### src/rtl/iter_addsub_if.sv
// Operand/result handshake bundle for the multi-cycle adder/subtractor.
// The slave modport is the arithmetic block's view, and the master modport is the parser/formatter side.
interface iter_addsub_if #(
    parameter int WIDTH = 16
);
    logic             in_valid;
    logic             in_ready;
    logic [WIDTH-1:0] a;
    logic [WIDTH-1:0] b;
    logic             sub;
    logic             c_in;
    logic             out_valid;
    logic             out_ready;
    logic [WIDTH-1:0] result;
    logic             c_out;
    logic             ovf;
    logic             zero;

    modport slave (
        input  in_valid, a, b, sub, c_in, out_ready,
        output in_ready, out_valid, result, c_out, ovf, zero
    );

    modport master (
        output in_valid, a, b, sub, c_in, out_ready,
        input  in_ready, out_valid, result, c_out, ovf, zero
    );
endinterface

### src/rtl/iter_addsub.sv
// WIDTH-bit adder/subtractor evaluated CHUNK bits per clock, LSB chunk first.
// The carry is held in a register between cycles, and results are returned over a valid/ready handshake.
module iter_addsub #(
    parameter int WIDTH = 16,
    parameter int CHUNK = 4
) (
    input  logic          clk,
    input  logic          rst_n,
    iter_addsub_if.slave  bus
);
    localparam int N  = WIDTH / CHUNK;
    localparam int KW = (N > 1) ? $clog2(N) : 1;

    localparam logic [1:0] IDLE = 2'd0;
    localparam logic [1:0] CALC = 2'd1;
    localparam logic [1:0] DONE = 2'd2;

    logic [1:0]       state;
    logic [WIDTH-1:0] a_q;
    logic [WIDTH-1:0] b_q;
    logic [WIDTH-1:0] res_q;
    logic [WIDTH-1:0] res_nx;
    logic             carry;
    logic             c_out_q;
    logic             ovf_q;
    logic             zero_q;
    logic [KW-1:0]    k;
    logic [CHUNK:0]   chunk_sum;
    logic             last;
    logic             accept;

    function automatic logic [CHUNK:0] chunk_add(input logic [CHUNK-1:0] x,
                                                 input logic [CHUNK-1:0] y,
                                                 input logic             ci);
        return {1'b0, x} + {1'b0, y} + {{CHUNK{1'b0}}, ci};
    endfunction

    assign accept = (state == IDLE) && bus.in_valid;
    assign last   = (k == KW'(N - 1));

    // Current chunk sum, with the full result as it stands once this chunk is written.
    always_comb begin
        chunk_sum = chunk_add(a_q[int'(k) * CHUNK +: CHUNK], b_q[int'(k) * CHUNK +: CHUNK], carry);
        res_nx    = res_q;
        res_nx[int'(k) * CHUNK +: CHUNK] = chunk_sum[CHUNK-1:0];
    end

    // Operand capture: B is pre-inverted so subtraction is A + ~B + 1.
    always_ff @(posedge clk) begin
        if (accept) begin
            a_q <= bus.a;
            b_q <= bus.sub ? ~bus.b : bus.b;
        end
    end

    always_ff @(posedge clk or negedge rst_n) begin
        if (!rst_n) begin
            state   <= IDLE;
            res_q   <= '0;
            c_out_q <= 1'b0;
            ovf_q   <= 1'b0;
            zero_q  <= 1'b0;
            carry   <= 1'b0;
            k       <= '0;
        end else begin
            case (state)
                IDLE: begin
                    if (bus.in_valid) begin
                        state <= CALC;
                        carry <= bus.sub | bus.c_in;
                        k     <= '0;
                    end
                end
                CALC: begin
                    res_q <= res_nx;
                    carry <= chunk_sum[CHUNK];
                    k     <= k + 1'b1;
                    if (last) begin
                        c_out_q <= chunk_sum[CHUNK];
                        ovf_q   <= (a_q[WIDTH-1] == b_q[WIDTH-1]) &&
                                   (chunk_sum[CHUNK-1] != a_q[WIDTH-1]);
                        zero_q  <= (res_nx == '0);
                        k       <= '0;
                        state   <= DONE;
                    end
                end
                DONE: begin
                    if (bus.out_ready) state <= IDLE;
                end
                default: state <= IDLE;
            endcase
        end
    end

    assign bus.in_ready  = (state == IDLE);
    assign bus.out_valid = (state == DONE);
    assign bus.result    = res_q;
    assign bus.c_out     = c_out_q;
    assign bus.ovf       = ovf_q;
    assign bus.zero      = zero_q;
endmodule

### src/flat_wrapper.sv
// flat-port wrapper written by rule: the top's interface ports become plain ports
module iter_addsub_flat 
#(
    parameter int WIDTH = 16,
    parameter int CHUNK = 4
)
  (clk, rst_n, bus_in_valid, bus_a, bus_b, bus_sub, bus_c_in, bus_out_ready, bus_in_ready, bus_out_valid, bus_result, bus_c_out, bus_ovf, bus_zero);
  iter_addsub_if #(.WIDTH(WIDTH)) bus_i ();
  input  logic clk;
  input  logic rst_n;
  input wire logic [$bits(bus_i.in_valid)-1:0] bus_in_valid;
  input wire logic [$bits(bus_i.a)-1:0] bus_a;
  input wire logic [$bits(bus_i.b)-1:0] bus_b;
  input wire logic [$bits(bus_i.sub)-1:0] bus_sub;
  input wire logic [$bits(bus_i.c_in)-1:0] bus_c_in;
  input wire logic [$bits(bus_i.out_ready)-1:0] bus_out_ready;
  output wire logic [$bits(bus_i.in_ready)-1:0] bus_in_ready;
  output wire logic [$bits(bus_i.out_valid)-1:0] bus_out_valid;
  output wire logic [$bits(bus_i.result)-1:0] bus_result;
  output wire logic [$bits(bus_i.c_out)-1:0] bus_c_out;
  output wire logic [$bits(bus_i.ovf)-1:0] bus_ovf;
  output wire logic [$bits(bus_i.zero)-1:0] bus_zero;
  assign bus_i.in_valid = bus_in_valid;
  assign bus_i.a = bus_a;
  assign bus_i.b = bus_b;
  assign bus_i.sub = bus_sub;
  assign bus_i.c_in = bus_c_in;
  assign bus_i.out_ready = bus_out_ready;
  assign bus_in_ready = bus_i.in_ready;
  assign bus_out_valid = bus_i.out_valid;
  assign bus_result = bus_i.result;
  assign bus_c_out = bus_i.c_out;
  assign bus_ovf = bus_i.ovf;
  assign bus_zero = bus_i.zero;
  iter_addsub #(.WIDTH(WIDTH), .CHUNK(CHUNK)) u_core (.clk(clk), .rst_n(rst_n), .bus(bus_i));
endmodule
### config.mk
export PLATFORM = sky130hd
export DESIGN_NAME = iter_addsub_flat
export DESIGN_NICKNAME = d
export VERILOG_FILES = /design/src/rtl/iter_addsub_if.sv /design/src/rtl/iter_addsub.sv /design/src/flat_wrapper.sv
export SDC_FILE = /design/constraint.sdc
export NUM_CORES = 1
export LEC_CHECK = 0
export ABC_AREA = 1
export BUFFER_PORTS_ARGS = -buffer_cell sky130_fd_sc_hd__buf_2
export CORE_UTILIZATION = 30
export CTS_CLUSTER_DIAMETER = 150
export DETAILED_ROUTE_END_ITERATION = 6
export PLACE_DENSITY = 0.53
export SKIP_CTS_REPAIR_TIMING = 1
export SLEW_MARGIN = 10
export SYNTH_ARGS = -nofsm -noshare
export SYNTH_HDL_FRONTEND = slang
export SYNTH_SLANG_ARGS = --single-unit
### constraint.sdc
create_clock -name clk -period 3.1 [get_ports clk]
set_input_delay 0.155 -clock clk [delete_from_list [all_inputs] [get_ports clk]]
set_output_delay 0.155 -clock clk [all_outputs]
set_load 0.02 [all_outputs]
# --- After elaboration in Yosys (flattened, before gate mapping) ---
# Cells that the tools add are included.
totals:
  reg_bits: 56
  input_bits: 38
  out_inout_bits: 21
  wordCells: 46
op_classes:
  addsub: 4
  n_eq_ne: 8
  shifts: 4
  n_mux: 11
  bitwise_logic: 2
  reduce_logical: 8
ops:
  columns: ["cell", "count"]
  rows:
  - ["negation 4 -> 33 bit", 1]
  - ["variable shift 4 x 33 -> 16 bit, first input constant", 1]
  - ["variable part select 4 x 33 -> 16 bit", 1]
  - ["variable part select 16 x 5 -> 4 bit", 2]
  - ["bitwise mux 16 bit", 1]
  - ["zero test 16 bit", 1]
  - ["2-to-1 mux 16 bit", 1]
  - ["inverter 16 bit", 1]
  - ["2-to-1 mux 2 bit", 5]
  - ["one-hot mux 2 bit (3 select lines)", 1]
  - ["adder 4 x 4 -> 5 bit", 1]
  - ["adder 5 x 1 -> 5 bit", 1]
  - ["equality test 2 bit, second input constant", 2]
  - ["inequality test 2 bit, second input constant", 2]
  - ["one-hot mux 2 bit (2 select lines)", 1]
  - ["AND reduction 2 bit", 2]
  - ["AND reduction 3 bit", 1]
  - ["adder 2 x 1 -> 2 bit, second input constant", 1]
  - ["equality test 2 x 1 -> 1 bit, second input constant", 1]
  - ["logical AND 1 bit", 2]
  - ["zero test 2 bit", 1]
  - ["inequality test 2 x 1 -> 1 bit, second input constant", 1]
  - ["one-hot mux 1 bit (2 select lines)", 1]
  - ["nonzero test 2 bit", 1]
  - ["4 further kinds", 4]

# --- Depth between registers and ports, before layout ---
# Gate-level depths: netlist of run 1.
logic_depth:
  ltp_word: 6
  ltp_mapped: 20
  ltp_nobuf: 17

# --- Least setup slack after synthesis of run 1 ---
# No wires, ideal clock.
synth_timing:
  kind: "reg2reg"
  start: "register u_core.k[0]"
  end: "register u_core.zero_q, in the netlist u_core.bus.zero"
  setup_time_ns: 0.117
  arrival_ns: 2.605
  required_ns: 2.983
  path_slack_ns: 0.377
  stages_incl_launch_ff: 20
  n_path_buf: 3
  synth_period_minus_slack_ns: 2.723
  cell_sequence: "dfrtp_1 buf_6 inv_2 buf_6 buf_2 o21ai_0 o22ai_1 fa_1 inv_1 fa_1 nor2_1 nand2_1 nor2_1 nor2_1 nand3_1 nor2_1 nand2_1 nor2_1 nand3_1 nand2_1"
synth_between:
  elab_chain_cells: 6
  word_cells_on_any_way: 11
  classes_between: "3 x add/sub; 1 x eq/ne; 4 x shift; 1 x mux; 2 x reduce/logical"
synth_lines:
  columns: ["element", "line", "rtl"]
  rows:
  - ["start: declaration", "iter_addsub.sv:27", "logic [KW-1:0] k;"]
  - ["start signal: assignment", "iter_addsub.sv:77", "k <= k + 1'b1;"]
  - ["variable part select 16 x 5 -> 4 bit", "iter_addsub.sv:43", "chunk_sum = chunk_add(a_q[int'(k) * CHUNK +: CHUNK], b_q[int'(k) * CHUNK +: CHUNK], carry);"]
  - ["adder 4 x 4 -> 5 bit", "iter_addsub.sv:35", "return {1'b0, x} + {1'b0, y} + {{CHUNK{1'b0}}, ci};"]
  - ["adder 5 x 1 -> 5 bit", "iter_addsub.sv:35", null]
  - ["variable part select 4 x 33 -> 16 bit", "iter_addsub.sv:45", "res_nx[int'(k) * CHUNK +: CHUNK] = chunk_sum[CHUNK-1:0];"]
  - ["bitwise mux 16 bit", "iter_addsub.sv:45", null]
  - ["zero test 16 bit", "iter_addsub.sv:82", "zero_q <= (res_nx == '0);"]
  - ["end signal: assignment", "iter_addsub.sv:82", null]
  - ["end: declaration", "iter_addsub.sv:26", "logic zero_q;"]
# Parallel ways exist; a longest one is shown, timed or not.
# A chain may end at the register's enable or synchronous reset.

# --- Final worst setup path of run 1 ---
# Ends and elaborated chain as after synthesis.

==> Flow_metrics.wiki, run 1 <==
{| class="wikitable"
! Metric !! Value
|-
| Most common cell after layout, fill and taps aside || nand2_1
|-
| Proportion of synthesized chip area in sequential cells || 54.7%
|-
| TritonCTS clock tree || yes
|-
| Post-Route Skew || 0.00943 ns
|-
| CTS H-tree depth || 2
|-
| # clock sinks || between 50 and 60
|-
| Slew of the pin with the lowest slew margin || 0.644 ns
|-
| Number of placed instances with taps included || 490
|-
| Number of different library cells in the post-synthesis netlist || 27
|-
| Count of unresolved DRC violations after routing || 0
|-
| Std-Cell Rows || 35
|-
| FF/Latch Area || 0.00156 mm²
|-
| Highest net fanout along the worst path || 17
|-
| Capturing element type of the critical path || flip-flop
|-
| Worst reg2reg endpoint || u_core.bus.zero
|-
| Pleak || around 1.6 nW
|-
| Ratio of total power to cell area || 1020 mW/mm²
|-
| Latest clock arrival within the worst-skew pair || slightly above 0.3 ns
|-
| Setup-violating endpoint count in the final report || 0
|-
| Effective utilization at floorplan || 30.9%
|-
| Achievable frequency || 368 MHz
|-
| CP Class || reg2reg
|-
| Remaining Overflow, GRT || 0
|-
| Launching point of the worst reg2reg path || u_core.k[0]
|-
| Wire length per cell after detailed routing || 12.2 µm
|-
| Most used cells in the layout excluding fill and tap cells || nand2_1 (70), buf_2 (58), nor2_1 (42)
|-
| Antenna diodes || 0
|-
| Total nets after synthesis || 356
|-
| Register-to-register setup slack || 0.38 ns
|-
| Count of non-filler cells in the finished layout || around 500
|-
| Kind of start point of the critical path || flip-flop
|-
| Post-synthesis to final-layout area growth || 23.0%
|-
| Number of stages on the worst hold path || 1
|-
| Final max-slew violation count || 0
|-
| Area of the die || a little under 0.01 mm²
|-
| DIE WIDTH || 99.6 µm
|-
| Length in cells of the worst reg-to-reg path || 16
|-
| Nets@finish || 429
|-
| Unrepaired setup endpoints after global routing || false
|-
| Yosys synthesis warning count || 0
|-
| End point of the most critical hold path || u_core.a_q[1]
|-
| Fraction of final layout cells with drive strength greater than 1 || 21.3%
|-
| HP Start || bus_a[1]
|-
| Pin count of the biggest net entering global routing || 25
|-
| Number of antenna-violating nets in the routed design || 0
|-
| Number of fill cells || 960
|-
| Max-capacitance violation count || 0
|-
| Post-synthesis area per instance || between 9 and 10 µm²
|-
| Area of the mapped netlist || 0.00286 mm²
|-
| Total Routed Length || 6.23 mm
|-
| Height of the die || 99.6 µm
|-
| Shortest period the worst path allows || 2.72 ns
|-
| Initial antenna violation count || 0
|-
| Iter 0 DRT Violations || 62
|-
| Vias in the first global route || 2164
|-
| Clock root buffer || clkbuf_8
|-
| Sum of negative setup slack || 0 ns
|-
| Final-report hold violation count || 0
|-
| Footprint of the multi-input gates || between 0.001 and 0.0015 mm²
|-
| Run status || complete, no violations
|-
| Period Utilization, post-route || 87.8%
|-
| PortBufs || 58
|-
| Flop and latch count out of synthesis || 56
|-
| Total iterations of the first detailed-routing run || 4
|-
| Classification of the worst-slack hold path || in2reg
|-
| Relative slew margins || 57.0%
|-
| Number of buffers on the longest clock path || 2
|-
| Post-Syn Instances || roughly 300
|-
| Highest ir drop seen on vdd || approximately 300 µV
|-
| WP data required || 3.32 ns
|-
| HPWL reported at the end of detailed placement || about 4.7 mm
|-
| Core Region || 0.00924 mm²
|-
| Number of buffers inserted during clock tree synthesis || 5
|-
| Io pins || 59
|-
| All-layer global routing usage || between 10% and 20%
|-
| Final Wtd Congestion || 0.842
|-
| First-pass GRT wire length || 10.3 mm
|-
| First element of the critical path || u_core.k[0]
|-
| Arr. time, crit path || just under 3 ns
|-
| Via Count || 2239
|-
| Clock Pin Slew Worst Setup and Hold Paths || 0.11 ns
|-
| Post-DR vias/cell || 4.39
|}
## worst max-delay path, stage by stage, from the launching register on
cell	delay, ns
dfrtp_2	0.48
inv_2	0.16
o21ai_0	0.19
o22ai_1	0.12
fa_1	0.43
inv_1	0.09
fa_1	0.44
nor2_2	0.18
nand2_1	0.07
nor2_1	0.09
nor2_1	0.06
nand3_1	0.07
nor2_1	0.04
nand2_1	0.05
nor2_1	0.04
nand3_1	0.09
nand2_1	0.05
## synthesized netlist by cell type (all sizes together)
cell type	number	area (µm²)
a21oi	4	20.0
a31oi	7	43.8
a32oi	2	17.5
buf	7	47.5
clkbuf	4	15.0
dfrtp	24	601
edfxtp	32	961
fa	2	40.0
ha	9	113
inv	28	105
nand2	71	269
nand3	18	95.1
nand4	1	6.26
nor2	44	168
o21ai	26	130
o21bai	1	7.51
o22ai	6	37.5
o31ai	2	15.0
or2	1	6.26
xnor2	1	8.76
xor2	17	149
## area by class of cell
type,count,area share [%]
sequential,56,44.5
multi-input combinational,212,32.1
timing repair buffer,77,13.2
tap,129,4.60
inverter,28,2.99
clock buffer,5,1.96
clock inverter,3,0.606
## kinds of logic (layout without fill, tap and decap cells)
group	Yosys count	count (layout)	share of synthesized area, %
and+or+nand+nor	135	135	19.1
DFF	56	56	54.7
AOI/OAI and AO/OA	48	48	9.51
buffers and inverters	39	113	5.87
xor gates and xnor gates	18	18	5.52
adders and majority gates	11	11	5.35
## sequential cells by signal, indices dropped and copies added (netlist names)
| signal | flops |
|---|---|
| u_core.bus.c_out | 1 |
| u_core.carry | 1 |
| u_core.b_q | 16 |
| u_core.bus.zero | 1 |
| u_core.k | 2 |
| u_core.bus.ovf | 1 |
| u_core.state | 2 |
| u_core.a_q | 16 |
| u_core.bus.result | 16 |
## worst max-delay path by stage
stage                       to  slack [ns]  cells after the start
6_report       u_core.bus.zero        0.38                     16
5_1_grt        u_core.bus.zero        0.07                     16
4_1_cts        u_core.bus.zero        0.18                     16
3_5_place_dp   u_core.bus.zero        0.20                     16
3_3_place_gp   u_core.bus.zero        0.32                     16
2_1_floorplan  u_core.bus.zero        0.38                     19
## routing by layer
layer,GRT usage (%),share of wire (%),vias to the layer above,routed length [µm]
met5,0,0,-,0
met1,17.4,48,1017,3010
met3,2.81,4.4,2,275
met2,22.3,47,56,2920
met4,2.83,0.34,0,21
li1,-,-,1164,-
## per-stage QoR
step	setup WS, ns	util [%]	area (µm²)	hold WS, ns	power [mW]
floorplan	0.377	-	2860	-0.141	2.64
global route	0.0732	38.0	3510	-0.00354	3.97
CTS	0.175	36.7	3390	-0.159	3.62
detailed placement	0.196	35.7	3300	0.192	3.20
global placement	0.315	35.7	3300	0.190	3.17
finish	0.379	38.0	3510	0.0177	3.59
## where the power goes
part | internal, mW | switching (mW)
Clock | 0.161 | 0.252
Combinational | 0.692 | 1.31
Sequential | 1.04 | 0.140
Total | 1.89 | 1.70
Note: power is estimated with default switching activity, not from simulation.
==> run 2, diff against run 1 <==
--- a/config.mk
+++ b/config.mk
@@ -5,11 +5,11 @@
 export SDC_FILE = /design/constraint.sdc
 export NUM_CORES = 1
 export LEC_CHECK = 0
-export ABC_AREA = 1
 export BUFFER_PORTS_ARGS = -buffer_cell sky130_fd_sc_hd__buf_2
 export CORE_UTILIZATION = 30
 export CTS_CLUSTER_DIAMETER = 150
 export DETAILED_ROUTE_END_ITERATION = 6
+export MAX_ROUTING_LAYER = met4
 export PLACE_DENSITY = 0.53
 export SKIP_CTS_REPAIR_TIMING = 1
 export SLEW_MARGIN = 10
==> Flow_metrics.wiki, run 2 <==
{| class="wikitable"
! Metric !! Value
|-
| Run status || complete, no violations
|-
| Post-synthesis area per instance || 13.4 µm²
|-
| Core Region || 0.00868 mm²
|-
| TritonCTS clock tree || yes
|-
| Area of the mapped netlist || 0.00268 mm²
|-
| Number of enable flip-flop cells after synthesis || 32
|-
| Library cell with the highest instance count after synthesis || edfxtp_1
|-
| Placed cell areas || 0.00308 mm²
|-
| Effective utilization at floorplan || 30.8%
|-
| Cell internal pwr || 1.84 mW
|-
| CTS H-tree depth || 2
|-
| Number of placed instances with taps included || between 300 and 400
|-
| Final Cell Area || 0.00323 mm²
|-
| Highest ir drop seen on vdd || 363 µV
|-
| First-pass GRT wire length || 8.20 mm
|-
| Ratio of total power to cell area || just under 1000 mW/mm²
|-
| Most common cell after layout, fill and taps aside || buf_2
|-
| Sum of negative setup slack || 0 ns
|-
| Count of non-filler cells in the finished layout || 378
|-
| Clock network fraction of total power || 12.1%
|-
| Arr. time, crit path || 3.00 ns
|-
| Initial antenna violation count || 0
|-
| Final max-slew violation count || 0
|-
| Classification of the worst-slack hold path || in2reg
|-
| Most used cells in the layout excluding fill and tap cells || buf_2 (58), edfxtp_1 (32), dfrtp_1 (24)
|-
| Pleak || 1.43 nW
|-
| CP Class || reg2reg
|-
| Area of the die || 0.00930 mm²
|-
| Proportion of synthesized chip area in sequential cells || 58.4%
|-
| Shortest period the worst path allows || roughly 2.8 ns
|-
| Fraction of final layout cells with drive strength greater than 1 || 30.0%
|-
| Total Routed Length || 5.12 mm
|-
| Final-report hold violation count || 0
|-
| FF/Latch Area || 0.00156 mm²
|-
| Via Count || around 1700
|-
| Io pins || 59
|-
| WP data required || ~3.3 ns
|-
| Kind of start point of the critical path || flip-flop
|-
| Tightest hold margin || 0.0195 ns
|-
| All-layer global routing usage || 12.5%
|-
| Post-placement worst setup slack || 0.322 ns
|-
| Clock root buffer || clkbuf_8
|-
| Sequential share of power || 34.9%
|-
| Total power after layout || 3.21 mW
|-
| Total iterations of the first detailed-routing run || 4
|-
| Portion of synthesized cell area occupied by the leading cell type || 35.9%
|-
| Remaining Overflow, GRT || 0
|-
| Asr flop ratio synth || 42.9%
|-
| Number of fill cells || 877
|-
| Number of buffers on the longest clock path || 2
|-
| Count of unresolved DRC violations after routing || 0
|-
| Yosys synthesis warning count || 0
|-
| Unrepaired setup endpoints after global routing || false
|-
| Highest net fanout along the worst path || 4
|-
| List of most frequent post-synthesis cells || edfxtp_1 (32), dfrtp_1 (24), nand2_1 (20)
|-
| Wire length per cell after detailed routing || 13.6 µm
|-
| Max-capacitance violation count || 0
|-
| Relative slew margins || 45.2%
|-
| Post-synthesis to final-layout area growth || 20.8%
|-
| Post-Syn Instances || 200
|-
| Latest clock arrival within the worst-skew pair || 0.31 ns
|-
| Nets@finish || 318
|-
| Largest cells by area after synthesis || edfxtp_1 (36%), dfrtp_1 (22%), mux4_2 (6.7%)
|-
| Number of different library cells in the post-synthesis netlist || 41
|-
| PortBufs || 58
|-
| # clock sinks || 56
|-
| Top FF cell, synth || edfxtp_1
|-
| Achievable frequency || 358 MHz
|-
| Total nets after synthesis || 249
|-
| Height of the die || between 90 and 100 µm
|-
| Vias in the first global route || around 1700
|-
| Number of buffers inserted during clock tree synthesis || 5
|-
| Top cell type by total area after synthesis || edfxtp_1
|-
| Clock Pin Slew Worst Setup and Hold Paths || roughly 0.090 ns
|-
| HPWL reported at the end of detailed placement || 3.88 mm
|-
| Std-Cell Rows || 34
|-
| Switch share || 42.8%
|-
| Flop and latch count out of synthesis || 56
|-
| Pin count of the biggest net entering global routing || 33
|-
| Post-Route Skew || 0.00413 ns
|-
| DIE WIDTH || ~96 µm
|-
| Post-DR vias/cell || 4.55
|-
| Slew of the pin with the lowest slew margin || 0.820 ns
|-
| Capturing element type of the critical path || flip-flop
|-
| Footprint of the multi-input gates || 0.00102 mm²
|-
| Period Utilization, post-route || 90.2%
|-
| Final Wtd Congestion || ~0.84
|-
| Antenna diodes || 0
|-
| Register-to-register setup slack || approximately 0.3 ns
|-
| Final core utilization || 37.2%
|-
| Setup-violating endpoint count in the final report || 0
|-
| Sw power || 1.37 mW
|-
| Iter 0 DRT Violations || 75
|-
| Number of antenna-violating nets in the routed design || 0
|-
| Combinational share of power || between 50% and 60%
|-
| Least setup slack across all paths after layout || between 0.3 and 0.4 ns
|}
==> run 2: cell count changes after synthesis, moves of 8 or more <==
| cell | change |
|---|---|
| mux4_2 | +8 |
| nor2_1 | -36 |
| nand2_1 | -50 |
| inv_1 | -16 |
| nand3_1 | -13 |
| o21ai_0 | -9 |
==> run 2: metal layers <==
layer | track usage, % | part of all wire [%] | vias up
met5 | - | 0 | -
met4 | 3.68 | 1.1 | 0
met3 | 3.99 | 5.2 | 6
met2 | 18.9 | 46 | 49
met1 | 16.0 | 48 | 798
li1 | - | - | 867
==> run 2: final timing paths <==
| check | from | endpoint | cells after the start |
|---|---|---|---|
| worst min register to register | u_core.bus.c_out | u_core.bus.c_out | 2 |
| min in group asynchronous | rst_n | u_core.bus.zero | 2 |
| worst max-delay path | u_core.k[0] | u_core.bus.zero | 9 |
| worst min-delay path | bus_a[7] | u_core.a_q[7] | 1 |
| max in group asynchronous | rst_n | u_core.bus.result[9] | 2 |
| worst max register to register | u_core.k[0] | u_core.bus.zero | 9 |
==> run 2: layout make-up <==
| cell class | instances | area share [%] |
|---|---|---|
| Inverter | 11 | 1.28 |
| Sequential cell | 56 | 48.3 |
| Clock buffer | 6 | 2.25 |
| Timing Repair Buffer | 69 | 12.1 |
| Multi-Input combinational cell | 126 | 31.5 |
| Tap cell | 108 | 4.18 |
| Clock inverter | 2 | 0.387 |
==> run 2: worst max-delay path, cell delays in order (launching register included) <==
cell	delay, ns
dfrtp_1	0.44
mux4_2	0.54
fa_1	0.43
inv_1	0.08
fa_1	0.47
inv_1	0.15
o21ai_0	0.10
o22ai_1	0.18
nor3_1	0.07
a32o_1	0.24
==> run 2: cells by family (layout without fill, tap and decap cells) <==
family                   after synthesis  in the layout  share of synthesized area, %
flip-flops                            56             56                          58.4
adder cells (fa/ha/maj)               11             11                          5.71
AO/OA/AOI/OAI                         37             37                          9.12
XOR/XNOR                              19             19                          6.22
multiplexers                          11             11                          8.04
buffers and inverters                 18             88                          3.55
AND/OR/NAND/NOR                       48             48                          8.98
==> run 2: power groups by stage <==
stage	registers, mW	logic (mW)	clock network, mW
2_1_floorplan	1.21	1.18	0
3_3_place_gp	1.14	1.73	0
3_5_place_dp	1.14	1.73	0
4_1_cts	1.13	1.73	0.406
5_1_grt	1.15	1.90	0.440
6_report	1.12	1.70	0.390
==> run 3, diff against run 2 <==
==> constraint.sdc (replaced) <==
create_clock -name clk -period 2.6 [get_ports clk]
set_input_delay 0.13 -clock clk [delete_from_list [all_inputs] [get_ports clk]]
set_output_delay 0.13 -clock clk [all_outputs]
set_load 0.02 [all_outputs]
==> Flow_metrics.wiki, run 3 (same netlist as run 2, synthesis figures left out) <==
{| class="wikitable"
! Metric !! Value
|-
| Post-Route Skew || around 0.019 ns
|-
| Layer with the highest usage after global routing || met2
|-
| HPWL reported at the end of detailed placement || between 4 and 5 mm
|-
| Unrepaired setup endpoints after global routing || true
|-
| Total Routed Length || about 5.4 mm
|-
| Tightest hold margin || 0.106 ns
|-
| Global routing met2 resource utilization || 21.0%
|-
| Number of buffers inserted during clock tree synthesis || 5
|-
| Max-capacitance violation count || 0
|-
| Combined buffer and inverter count along the critical path || 2
|-
| Std-Cell Rows || 34
|-
| Register-to-register setup slack || 0.01 ns
|-
| Most common cell after layout, fill and taps aside || buf_2
|-
| Launching point of the worst reg2reg path || u_core.k[0]
|-
| Worst path slowest cell || mux4_2
|-
| Number of buffers on the longest clock path || 2
|-
| Relative slew margins || 63.2%
|-
| Remaining Overflow, GRT || 0
|-
| Io pins || 59
|-
| Sum of negative setup slack || 0 ns
|-
| Vias in the first global route || 1784
|-
| Post-synthesis to final-layout area growth || 28.4%
|-
| First-pass GRT wire length || 8.75 mm
|-
| Via Count || around 1900
|-
| CP Class || reg2reg
|-
| Global Route met3 Usage || 3.29%
|-
| PortBufs || 58
|-
| Nets@finish || about 340
|-
| Count of unresolved DRC violations after routing || 0
|-
| TritonCTS clock tree || yes
|-
| Clock root buffer || clkbuf_8
|-
| Effective utilization at floorplan || 30.8%
|-
| Largest stage delay, worst path || 0.54 ns
|-
| All-layer global routing usage || 13.0%
|-
| Wire length per cell after detailed routing || 13.5 µm
|-
| Length in cells of the worst reg-to-reg path || 9
|-
| Number of stages on the worst hold path || 2
|-
| Post-DR vias/cell || 4.65
|-
| Iter 0 DRT Violations || 74
|-
| WP data required || 2.82 ns
|-
| Height of the die || 96.4 µm
|-
| Antenna diodes || 0
|-
| Worst reg2reg endpoint || u_core.bus.zero
|-
| Kind of start point of the critical path || flip-flop
|-
| End point of the most critical hold path || u_core.b_q[13]
|-
| CTS H-tree depth || 2
|-
| DIE WIDTH || 96.4 µm
|-
| Area of the die || slightly above 0.009 mm²
|-
| Arr. time, crit path || around 2.8 ns
|-
| Met1 track utilization from global routing || 16.2%
|-
| Classification of the worst-slack hold path || in2reg
|-
| HP Start || bus_b[13]
|-
| Highest ir drop seen on vdd || 445 µV
|-
| Most used cells in the layout excluding fill and tap cells || buf_2 (58), edfxtp_1 (32), dfrtp_1 (23)
|-
| Ratio of total power to cell area || roughly 1300 mW/mm²
|-
| Final-report hold violation count || 0
|-
| Number of antenna-violating nets in the routed design || 0
|-
| # clock sinks || 56
|-
| Highest net fanout along the worst path || 4
|-
| Final Wtd Congestion || 0.866
|-
| Final core utilization || 39.6%
|-
| Latest clock arrival within the worst-skew pair || 0.32 ns
|-
| Ordered cell list for the critical path || mux4_2 -> fa_2 -> inv_2 -> fa_2 -> inv_2 -> o21ai_1 -> o22ai_1 -> nor3_1 -> a32o_1
|-
| Core Region || 0.00868 mm²
|-
| Fraction of final layout cells with drive strength greater than 1 || 34.4%
|-
| Shortest period the worst path allows || 2.59 ns
|-
| Total iterations of the first detailed-routing run || 4
|-
| Pleak || between 1.5 and 2 nW
|-
| Clock Pin Slew Worst Setup and Hold Paths || 0.11 ns
|-
| Achievable frequency || 386 MHz
|-
| Final max-slew violation count || 0
|-
| Capturing element type of the critical path || flip-flop
|-
| Pin count of the biggest net entering global routing || 33
|-
| Period Utilization, post-route || 99.6%
|-
| Run status || complete, no violations
|-
| Setup-violating endpoint count in the final report || 0
|-
| Initial antenna violation count || 0
|-
| Slew of the pin with the lowest slew margin || between 0.5 and 0.6 ns
|-
| Family of cells with the greatest summed delay on the critical path || adder cells
|}
-- run 3: cell types whose count changed in the layout (fill, tap and decap cells not counted), moves of 2 or more --
cell / before / now
a21oi_2: 0 / 2
fa_2: 0 / 2
fa_1: 2 / 0
a21oi_1: 3 / 1
inv_1: 10 / 8
buf_4: 4 / 14
dlygate4sd3_1: 7 / 18
inv_2: 1 / 3
-- run 3: stage by stage --
| stage | instance area [µm²] | std cells | worst slack [ns] | total power [mW] |
|---|---|---|---|---|
| 2_1_floorplan | 2690 | 200 | -0.175 | 2.90 |
| 3_3_place_gp | 3140 | 371 | 0.0311 | 3.68 |
| 3_5_place_dp | 3140 | 371 | -0.0294 | 3.70 |
| 4_1_cts | 3230 | 379 | -0.0720 | 4.20 |
| 5_1_grt | 3440 | 399 | -0.102 | 4.67 |
| 6_report | 3440 | 399 | 0.0110 | 4.32 |
-- run 3: worst max path at each step --
| stage | startpoint | end | slack (ns) | cells after the start |
|---|---|---|---|---|
| after detailed placement | u_core.k[0] | u_core.bus.zero | -0.03 | 9 |
| after global routing | u_core.k[0] | u_core.bus.zero | -0.10 | 9 |
| after floorplan | u_core.k[0] | u_core.bus.zero | -0.18 | 11 |
| final | u_core.k[0] | u_core.bus.zero | 0.01 | 9 |
| after CTS | u_core.k[0] | u_core.bus.zero | -0.07 | 9 |
| after global placement | u_core.k[0] | u_core.bus.zero | 0.03 | 9 |
-- run 3: area by class of cell --
cell class / instances / area, µm²
timing repair buffer: 90 / 576
inverter: 11 / 41.3
fill: 866 / 5240
clock buffer: 5 / 68.8
sequential: 56 / 1560
multi-input combinational: 126 / 1030
tap: 108 / 135
clock inverter: 3 / 21.3
-- run 3: worst register-to-register path, delay by kind of cell, from the launching register on --
family / cells / cell delay (ns)
adders and majority gates: 2 / 0.85
buffers and inverters: 2 / 0.16
DFF: 1 / 0.44
muxes: 1 / 0.54
AOI/OAI and AO/OA: 3 / 0.45
and+or+nand+nor: 1 / 0.07
-- run 3: per-layer routing --
layer,up-vias,wire length [µm]
met1,876,2450
met4,0,39
met5,-,0
li1,908,-
met2,64,2630
met3,6,278
-- run 3: where the power goes --
part	switching (mW)	total [mW]	internal [mW]
clock	0.294	0.486	0.192
combinational	1.34	2.49	1.15
sequential	0.135	1.34	1.21
